$ cat config.mk
export PLATFORM = sky130hd
export DESIGN_NAME = stab_col_reduce
export DESIGN_NICKNAME = d
export VERILOG_FILES = /design/src/rtl/stab_col_reduce.sv
export SDC_FILE = /design/constraint.sdc
export NUM_CORES = 1
export LEC_CHECK = 0
export CAP_MARGIN = 20
export CELL_PAD_IN_SITES_DETAIL_PLACEMENT = 2
export CELL_PAD_IN_SITES_GLOBAL_PLACEMENT = 2
export CORE_MARGIN = 5
export CORE_UTILIZATION = 38
export CTS_CLUSTER_DIAMETER = 50
export DETAILED_ROUTE_END_ITERATION = 8
export PLACE_DENSITY_LB_ADDON = 0.1
export SLEW_MARGIN = 20
export SYNTH_ARGS = -nofsm -noshare
export SYNTH_HDL_FRONTEND = slang
export SYNTH_SLANG_ARGS = --single-unit
$ cat constraint.sdc
create_clock -name clk -period 5.1 [get_ports clk]
set_input_delay 1.275 -clock clk [delete_from_list [all_inputs] [get_ports clk]]
set_output_delay 1.275 -clock clk [all_outputs]
set_load 0.01 [all_outputs]
$ cat src/rtl/stab_col_reduce.sv
// Stabilizer-frame column reducer: stores num_qubit Pauli rows and clears the
// X component of one qubit column from every row except the first row holding it.
module stab_col_reduce #(
  parameter int num_qubit = 4,
  parameter int idx_w     = 3
) (
  input  logic                   clk,
  input  logic                   rst_n,
  input  logic                   load_valid,
  input  logic [idx_w-1:0]       load_idx,
  input  logic [2*num_qubit-1:0] load_literals,
  input  logic                   load_phase,
  input  logic                   start,
  input  logic [idx_w-1:0]       col_sel,
  output logic                   busy,
  output logic                   done,
  output logic                   pivot_found,
  output logic [idx_w-1:0]       pivot_idx,
  input  logic [idx_w-1:0]       rd_idx,
  output logic [2*num_qubit-1:0] rd_literals,
  output logic                   rd_phase
);
  localparam int LW = 2 * num_qubit;
  localparam logic [idx_w:0] NQ_EXT = (idx_w + 1)'(num_qubit);
  localparam logic [idx_w-1:0] LAST_ROW = idx_w'(num_qubit - 1);

  typedef enum logic [1:0] {IDLE, SCAN, MULT, DONE} state_t;

  state_t                state_q, state_d;
  logic [idx_w-1:0]      r_q, r_d;
  logic [idx_w-1:0]      col_q, col_d;
  logic [idx_w-1:0]      pivot_idx_q, pivot_idx_d;
  logic                  pivot_found_q, pivot_found_d;
  logic [LW-1:0]         lit_q [num_qubit];
  logic [num_qubit-1:0]  phase_q;

  logic [LW-1:0]         cur_lit, piv_lit, prod_lit;
  logic                  cur_phase, piv_phase, prod_phase;
  logic [num_qubit-1:0]  col_hit_v;
  logic [num_qubit-1:0][1:0] fac;
  logic [1:0]            fsum;
  logic                  hit, last, load_en, mult_wr;

  // Phase power of i contributed by one qubit of target x pivot.
  function automatic logic [1:0] qubit_factor(input logic [1:0] t, input logic [1:0] v);
    logic [1:0] f;
    case ({t, v})
      4'b10_11, 4'b11_01, 4'b01_10: f = 2'd1;
      4'b10_01, 4'b11_10, 4'b01_11: f = 2'd3;
      default:                      f = 2'd0;
    endcase
    return f;
  endfunction

  // Row muxes written as compare loops so out-of-range indices read as zero.
  always_comb begin
    cur_lit     = '0;
    cur_phase   = 1'b0;
    piv_lit     = '0;
    piv_phase   = 1'b0;
    rd_literals = '0;
    rd_phase    = 1'b0;
    for (int k = 0; k < num_qubit; k++) begin
      if (r_q == idx_w'(k)) begin
        cur_lit   = lit_q[k];
        cur_phase = phase_q[k];
      end
      if (pivot_idx_q == idx_w'(k)) begin
        piv_lit   = lit_q[k];
        piv_phase = phase_q[k];
      end
      if (rd_idx == idx_w'(k)) begin
        rd_literals = lit_q[k];
        rd_phase    = phase_q[k];
      end
    end
  end

  genvar gi;
  generate
    for (gi = 0; gi < num_qubit; gi++) begin : g_qubit
      assign col_hit_v[gi] = cur_lit[2*gi+1] & (col_q == idx_w'(gi));
      assign fac[gi]       = qubit_factor(cur_lit[2*gi+1:2*gi], piv_lit[2*gi+1:2*gi]);
    end
  endgenerate

  always_comb begin
    fsum = 2'd0;
    for (int k = 0; k < num_qubit; k++) begin
      fsum = fsum + fac[k];
    end
  end

  assign prod_lit   = cur_lit ^ piv_lit;
  assign prod_phase = cur_phase ^ piv_phase ^ (fsum == 2'd2);
  assign hit        = |col_hit_v;
  assign last       = (r_q == LAST_ROW);
  assign load_en    = (state_q == IDLE) && load_valid && ({1'b0, load_idx} < NQ_EXT);

  always_comb begin
    state_d       = state_q;
    r_d           = r_q;
    col_d         = col_q;
    pivot_idx_d   = pivot_idx_q;
    pivot_found_d = pivot_found_q;
    mult_wr       = 1'b0;
    case (state_q)
      IDLE: begin
        if (start) begin
          pivot_found_d = 1'b0;
          pivot_idx_d   = '0;
          col_d         = col_sel;
          r_d           = '0;
          state_d       = ({1'b0, col_sel} < NQ_EXT) ? SCAN : DONE;
        end
      end
      SCAN: begin
        if (hit) begin
          pivot_idx_d   = r_q;
          pivot_found_d = 1'b1;
          r_d           = '0;
          state_d       = MULT;
        end else if (last) begin
          state_d = DONE;
        end else begin
          r_d = r_q + idx_w'(1);
        end
      end
      MULT: begin
        mult_wr = hit && (r_q != pivot_idx_q);
        if (last) state_d = DONE;
        else      r_d = r_q + idx_w'(1);
      end
      default: state_d = IDLE;
    endcase
  end

  always_ff @(posedge clk or negedge rst_n) begin
    if (!rst_n) begin
      state_q       <= IDLE;
      r_q           <= '0;
      col_q         <= '0;
      pivot_idx_q   <= '0;
      pivot_found_q <= 1'b0;
    end else begin
      state_q       <= state_d;
      r_q           <= r_d;
      col_q         <= col_d;
      pivot_idx_q   <= pivot_idx_d;
      pivot_found_q <= pivot_found_d;
    end
  end

  // Loads and products never coincide: loads happen only in IDLE.
  always_ff @(posedge clk or negedge rst_n) begin
    if (!rst_n) begin
      for (int k = 0; k < num_qubit; k++) lit_q[k] <= '0;
      phase_q <= '0;
    end else begin
      for (int k = 0; k < num_qubit; k++) begin
        if (load_en && load_idx == idx_w'(k)) begin
          lit_q[k]   <= load_literals;
          phase_q[k] <= load_phase;
        end else if (mult_wr && r_q == idx_w'(k)) begin
          lit_q[k]   <= prod_lit;
          phase_q[k] <= prod_phase;
        end
      end
    end
  end

  assign busy        = (state_q != IDLE);
  assign done        = (state_q == DONE);
  assign pivot_found = pivot_found_q;
  assign pivot_idx   = pivot_idx_q;

endmodule

-- Word level (Yosys, flattened, before mapping)
Cells that the tools add are included.
- register bits: 48
- bits of input ports: 22
- output and inout port bits: 15
- word-level logic and storage cells: 167
- add/subtract/negate cells: 4
- $lt $le $gt $ge: 2
- equal/unequal tests: 46
- muxes and demuxes: 59
- bitwise gates (word level): 7
- reductions and logical operators: 36
- operator list (cell ; number):
    $mux 8 ; 20
    $eq 4x4->1 const B ; 16
    $eq 4x3->1 const B ; 8
    $eq 3x2->1 const B ; 10
    $reduce_or 3->1 ; 8
    $mux 1 ; 23
    $pmux 2 s2 ; 4
    $eq 3x1->1 const B ; 5
    $logic_not 3->1 ; 5
    $mux 3 ; 4
    $reduce_bool 2->1 ; 6
    $logic_and 1x1->1 ; 11
    $pmux 3 s3 ; 1
    $mux 2 ; 4
    $xor 8x8->8 ; 1
    $add 2x2->2 ; 3
    $eq 2x2->1 const B ; 3
    $lt 3x3->1 const B ; 2
    $pmux 2 s3 ; 1
    $pmux 3 s2 ; 1
    $and 1x1->1 ; 4
    $ne 2x2->1 const B ; 2
    $reduce_and 2->1 ; 2
    $reduce_or 4->1 ; 1
    8 further kinds ; 9

-- Logic depth before layout (Yosys ltp)
Gate-level depths: netlist of the first run.
- depth after elaboration: 15
- depth in mapped cells: 18
- mapped depth without buffers: 16

-- Worst setup path after synthesis of the first run
No wires, ideal clock.
- path type: flip-flop to flip-flop
- start point: register r_q[0]
- end point: register phase_q[0]
- library setup time: 0.073 ns
- arrival time: 3.686 ns
- data required time: 5.027 ns
- setup slack: 1.341 ns
- stages on the path, launching flop included: 17
- buffers on the path: 1
- period minus slack after synthesis: 3.759 ns
- path through: dfrtp_1 inv_1 ha_1 clkbuf_8 nand2_1 o21ai_0 a32oi_2 a2111oi_2 xor2_1 fa_1 ha_1 xor2_1 xnor2_1 xnor3_1 and3_1 or3_1 a21oi_2
- cells in the longest elaborated chain, start to end: 15
- elaborated cells between the ends (all ways): 66
- those cells by class: 3 x add/sub; 29 x eq/ne; 15 x mux; 6 x bitwise; 13 x reduce/logical
- RTL lines (item ; line ; source):
    start: declaration ; 30 ; logic [idx_w-1:0] r_q, r_d;
    start signal: assignment ; 147 ; r_q <= r_d;
    $logic_not 3->1 ; 64, 164 ;
    $mux 8 (4 in a row) ; 64 ; if (r_q == idx_w'(k)) begin
    $eq 4x4->1 / $eq 4x3->1 (equally long branches) ; 47 ; case ({t, v})
    $reduce_or 3->1 ; 47 ;
    $pmux 2 s2 ; 47 ;
    $add 2x2->2 (3 in a row) ; 90 ; fsum = fsum + fac[k];
    $eq 2x2->1 ; 95 ; assign prod_phase = cur_phase ^ piv_phase ^ (fsum == 2'd2);
    $xor 1x1->1 ; 95 ;
    $mux 1 ; 164 ; end else if (mult_wr && r_q == idx_w'(k)) begin
    $mux 1 ; 161 ; if (load_en && load_idx == idx_w'(k)) begin
    end signal: indexed assignment ; 163 ; phase_q[k] <= load_phase;
    end signal: indexed assignment ; 166 ; phase_q[k] <= prod_phase;
    end: declaration ; 35 ; logic [num_qubit-1:0] phase_q;
Several ways; a longest one is shown, not always the timed one. The select of a mux whose other input is x is not followed.
A chain may end at the register's enable or synchronous reset.

-- Worst setup path in the final report of the first run
- start point: register r_q[0]
- end point: register phase_q[1]
- cells in the longest elaborated chain, start to end: 15
- elaborated cells between the ends (all ways): 66
- those cells by class: 3 x add/sub; 29 x eq/ne; 15 x mux; 6 x bitwise; 13 x reduce/logical
- RTL lines (item ; line):
    $logic_not 3->1 ; 64
    $mux 8 (4 in a row) ; 64
    $eq 4x4->1 / $eq 4x3->1 (equally long branches) ; 47
    $reduce_or 3->1 ; 47
    $pmux 2 s2 ; 47
    $add 2x2->2 (3 in a row) ; 90
    $eq 2x2->1 ; 95
    $xor 1x1->1 ; 95
    $mux 1 ; 164
    $mux 1 ; 161
Several ways; a longest one is shown, not always the timed one. The select of a mux whose other input is x is not followed.

==> metrics.md, run 1 <==
| Metric | Value |
|---|---|
| Ys async rst share | 100% |
| R2R cell count | 15 |
| Critical path class | reg -> reg |
| CTS resizes | 0 |
| Cell area after synthesis | 0.00390 mm² |
| CP Capture Type | register |
| Final setup margin | 594 ps |
| Final slew viol count | 0 |
| Final hold slack | 542 ps |
| Syn_nets | 421 |
| F_max | 222 MHz |
| First-pass DRT Iterations | 4 |
| Antenna cells | 0 |
| Setup violators final | 0 |
| Total gr overflow | 0 |
| Register area share after synthesis | 30.8% |
| Worst-Margin Slew | 843 ps |
| Layout Nets | 456 |
| Dpl ws | 611 ps |
| Routed length per instance | 22.8 µm |
| Crit path launch | r_q[0] |
| Clock skew | 9.46 ps |
| EDFF count, synth | 0 |
| Die H | 111 µm |
| Yosys reg bits | 48 |
| Max_slew headroom | 43.8% |
| Starting Density | 38.3% |
| Reg clk slew, reported paths | 100 ps |
| Largest net degree at the start of global routing | 49 |
| Core ar. | 0.0102 mm² |
| Top Family by Delay on Critical Path | adder cells |
| DRC | 0 |
| Final worst-path cycle share | 88.3% |
| DR iter-0 viols | 177 |
| Period minus WS final | 4510 ps |
| Most common flop cell mapped by yosys | dfrtp_1 |
| Reg-to-Reg End | phase_q[1] |
| P per Cell Area | 704 mW/mm² |
| # H-tree levels | 2 |
| RSZ-0062 raised after global routing | false |
| DIE AREA | 0.0124 mm² |
| Antenna viol nets, final | 0 |
| Outcome | complete, no violations |
| Sink Count | 48 |
| Layout cells sized above 1 | 17.9% |
| RR Startpoint | r_q[0] |
| Final setup TNS | 0 ps |
| Hold Path Class | reg -> reg |
| PortBufs | 36 |
| Final Hold Fails | 0 |
| Post-DP HPWL | 9.19 mm |
| Worst EP required | 5340 ps |
| Global-route usage over all layers | 20.9% |
| CTS Buf Count | 5 |
| RePlAce Congestion | 0.815 |
| YS warnings | 0 |
| Yosys cell types | 69 |
| CP endpoint | phase_q[1] |
| Post-CTS Setup Repair Bufs | 0 |
| First-pass GRT wire length | 20.3 mm |
| Clock buffer depth | 2 |
| Worst-Skew Late Latency | 310 ps |
| Area Growth Syn to Fin | 13.6% |
| Largest stage delay on the critical path | 610 ps |
| Crit path launch type | register |
| CTS tree | built |
| Post-layout util | 43.5% |
| Avg Cell Area, Syn | 10.0 µm² |
| Die W | 111 µm |
| Cells after synthesis | 389 |
| Num rows | 37 |
| Ports | 37 |
| Peak VDD IR | 0.316 mV |
| Critical Path, Cell by Cell | inv_1 -> ha_1 -> a21oi_1 -> o21ai_0 -> a32oi_2 -> a2111oi_2 -> xor2_1 -> fa_1 -> ha_1 -> xor2_1 -> xnor2_1 -> xnor3_1 -> and3_1 -> or3_1 -> a21oi_2 |
| MaxCap Viol Count | 0 |
| Slowest CP cell | ha_1 |
| Worst EP arrival | 4740 ps |
| Final Routed Wirelength | 12.8 mm |
| Clock root buffer master | clkbuf_8 |
| Hold bufs inserted after CTS | 0 |
| Crit-path max FO | 15 |
| Initial antenna violation count | 0 |
| DR vias | 3237 |
| WP depth | 15 |
| CP Buf/Inv Count | 1 |
| Leakage | 1.89 nW |
| Vias/cell | 5.77 |
| Fill count | 1117 |
| R2r setup slk | 590 ps |
| Vias in the first global route | 3510 |
==> state kept, by name (all words and copies together) (netlist names) <==
register	flops
state_q	2
pivot_idx	3
phase_q	4
lit_q	32
col_q	3
pivot_found	1
r_q	3
==> power by group <==
part	total, mW	internal (mW)	switching, mW
clock	0.247	0.111	0.136
combinational	2.10	1.01	1.10
sequential	0.768	0.555	0.213
==> worst min path at each step <==
stage / from / slack (ps) / cells past startpoint / endpoint
2_1_floorplan: col_q[2] / 480 / 1 / col_q[2]
3_3_place_gp: pivot_found / 490 / 1 / pivot_found
3_5_place_dp: pivot_found / 530 / 1 / pivot_found
4_1_cts: pivot_found / 550 / 1 / pivot_found
5_1_grt: col_q[2] / 570 / 1 / col_q[2]
6_report: pivot_found / 540 / 1 / pivot_found
==> cell families (layout without fill, tap and decap cells) <==
group / after synthesis / count (layout) / share of synthesized area, %
muxes: 57 / 57 / 20.4
AOI/OAI and AO/OA: 90 / 90 / 15.4
adders and majority gates: 10 / 10 / 3.40
and+or+nand+nor: 126 / 126 / 18.2
DFF: 48 / 48 / 30.8
xor gates and xnor gates: 23 / 23 / 5.71
buffers and inverters: 35 / 71 / 6.16
==> Yosys cell counts (2+ instances only) <==
cell	count	area [µm²]
a211oi_2	2	25.0
a21oi_1	20	100
a21oi_2	4	35.0
a22o_1	2	17.5
a31oi_2	2	25.0
and2_1	3	18.8
and3_1	2	12.5
buf_4	2	15.0
buf_6	7	78.8
clkbuf_1	6	22.5
clkbuf_8	3	41.3
dfrtp_1	48	1200
ha_1	9	113
inv_1	14	52.6
mux2_2	5	56.3
mux2i_1	35	350
mux4_2	16	360
nand2_1	48	180
nand2_4	3	33.8
nand2b_1	7	43.8
nand2b_2	2	17.5
nand3_1	3	15.0
nand3b_1	4	30.0
nor2_1	11	41.3
nor2_2	2	12.5
nor2b_1	13	81.3
nor2b_4	2	27.5
nor3_1	5	25.0
nor4_1	2	12.5
o21ai_0	40	200
o21ai_1	4	20.0
o31ai_1	2	15.0
or2_2	2	12.5
or2_4	2	17.5
or3_1	4	25.0
xnor2_1	10	87.6
xor2_1	11	96.3
==> final cells by class <==
class / count / area [µm²] / share of cell area, %
multi-input cells: 306 / 2460 / 55.6
flip-flops and latches: 48 / 1200 / 27.1
repair buffers: 48 / 448 / 10.1
well taps: 136 / 170 / 3.84
clock buffers: 8 / 90.1 / 2.03
inverters: 15 / 57.6 / 1.30
==> metal layers <==
layer | vias to the layer above | routed length, µm | global-route usage, %
li1 | 1458 | - | -
met1 | 1732 | 5980 | 28.1
met2 | 38 | 6380 | 36.1
met3 | 9 | 328 | 3.06
met4 | 0 | 132 | 3.81
met5 | - | 0 | 0
==> layout by cell type, fill, tap and decap left out, types with 4 or more instances in the layout <==
cell type        count
nor2_1              11
inv_1               14
nand2_1             48
a21oi_2              4
or3_1                4
ha_1                 9
clkdlybuf4s50_1     35
o21ai_0             40
clkbuf_8             6
nor3_1               4
xor2_1              11
nor2b_1             13
mux4_2              16
nand3b_1             4
o21ai_1              4
mux2_2               5
mux2i_1             35
xnor2_1             10
buf_4               13
nand2b_1             7
a21oi_1             20
dfrtp_1             48
==> stage by stage <==
| stage | total power, mW | area, µm² | instances |
|---|---|---|---|
| floorplan | 2.28 | 3900 | 389 |
| global placement | 2.77 | 4340 | 553 |
| detailed placement | 2.87 | 4340 | 553 |
| CTS | 3.14 | 4430 | 561 |
| global route | 3.38 | 4430 | 561 |
| finish | 3.12 | 4430 | 561 |
(Power assumes the default switching activity.)
==> run 2: changes to the inputs <==
--- a/config.mk
+++ b/config.mk
@@ -10,7 +10,7 @@
 export CELL_PAD_IN_SITES_GLOBAL_PLACEMENT = 2
 export CORE_MARGIN = 5
 export CORE_UTILIZATION = 38
-export CTS_CLUSTER_DIAMETER = 50
+export CTS_CLUSTER_DIAMETER = 40
 export DETAILED_ROUTE_END_ITERATION = 8
 export PLACE_DENSITY_LB_ADDON = 0.1
 export SLEW_MARGIN = 20
==> results of run 2 <==
Same layout as run 1: the final DEF is identical, and so are final timing and power.
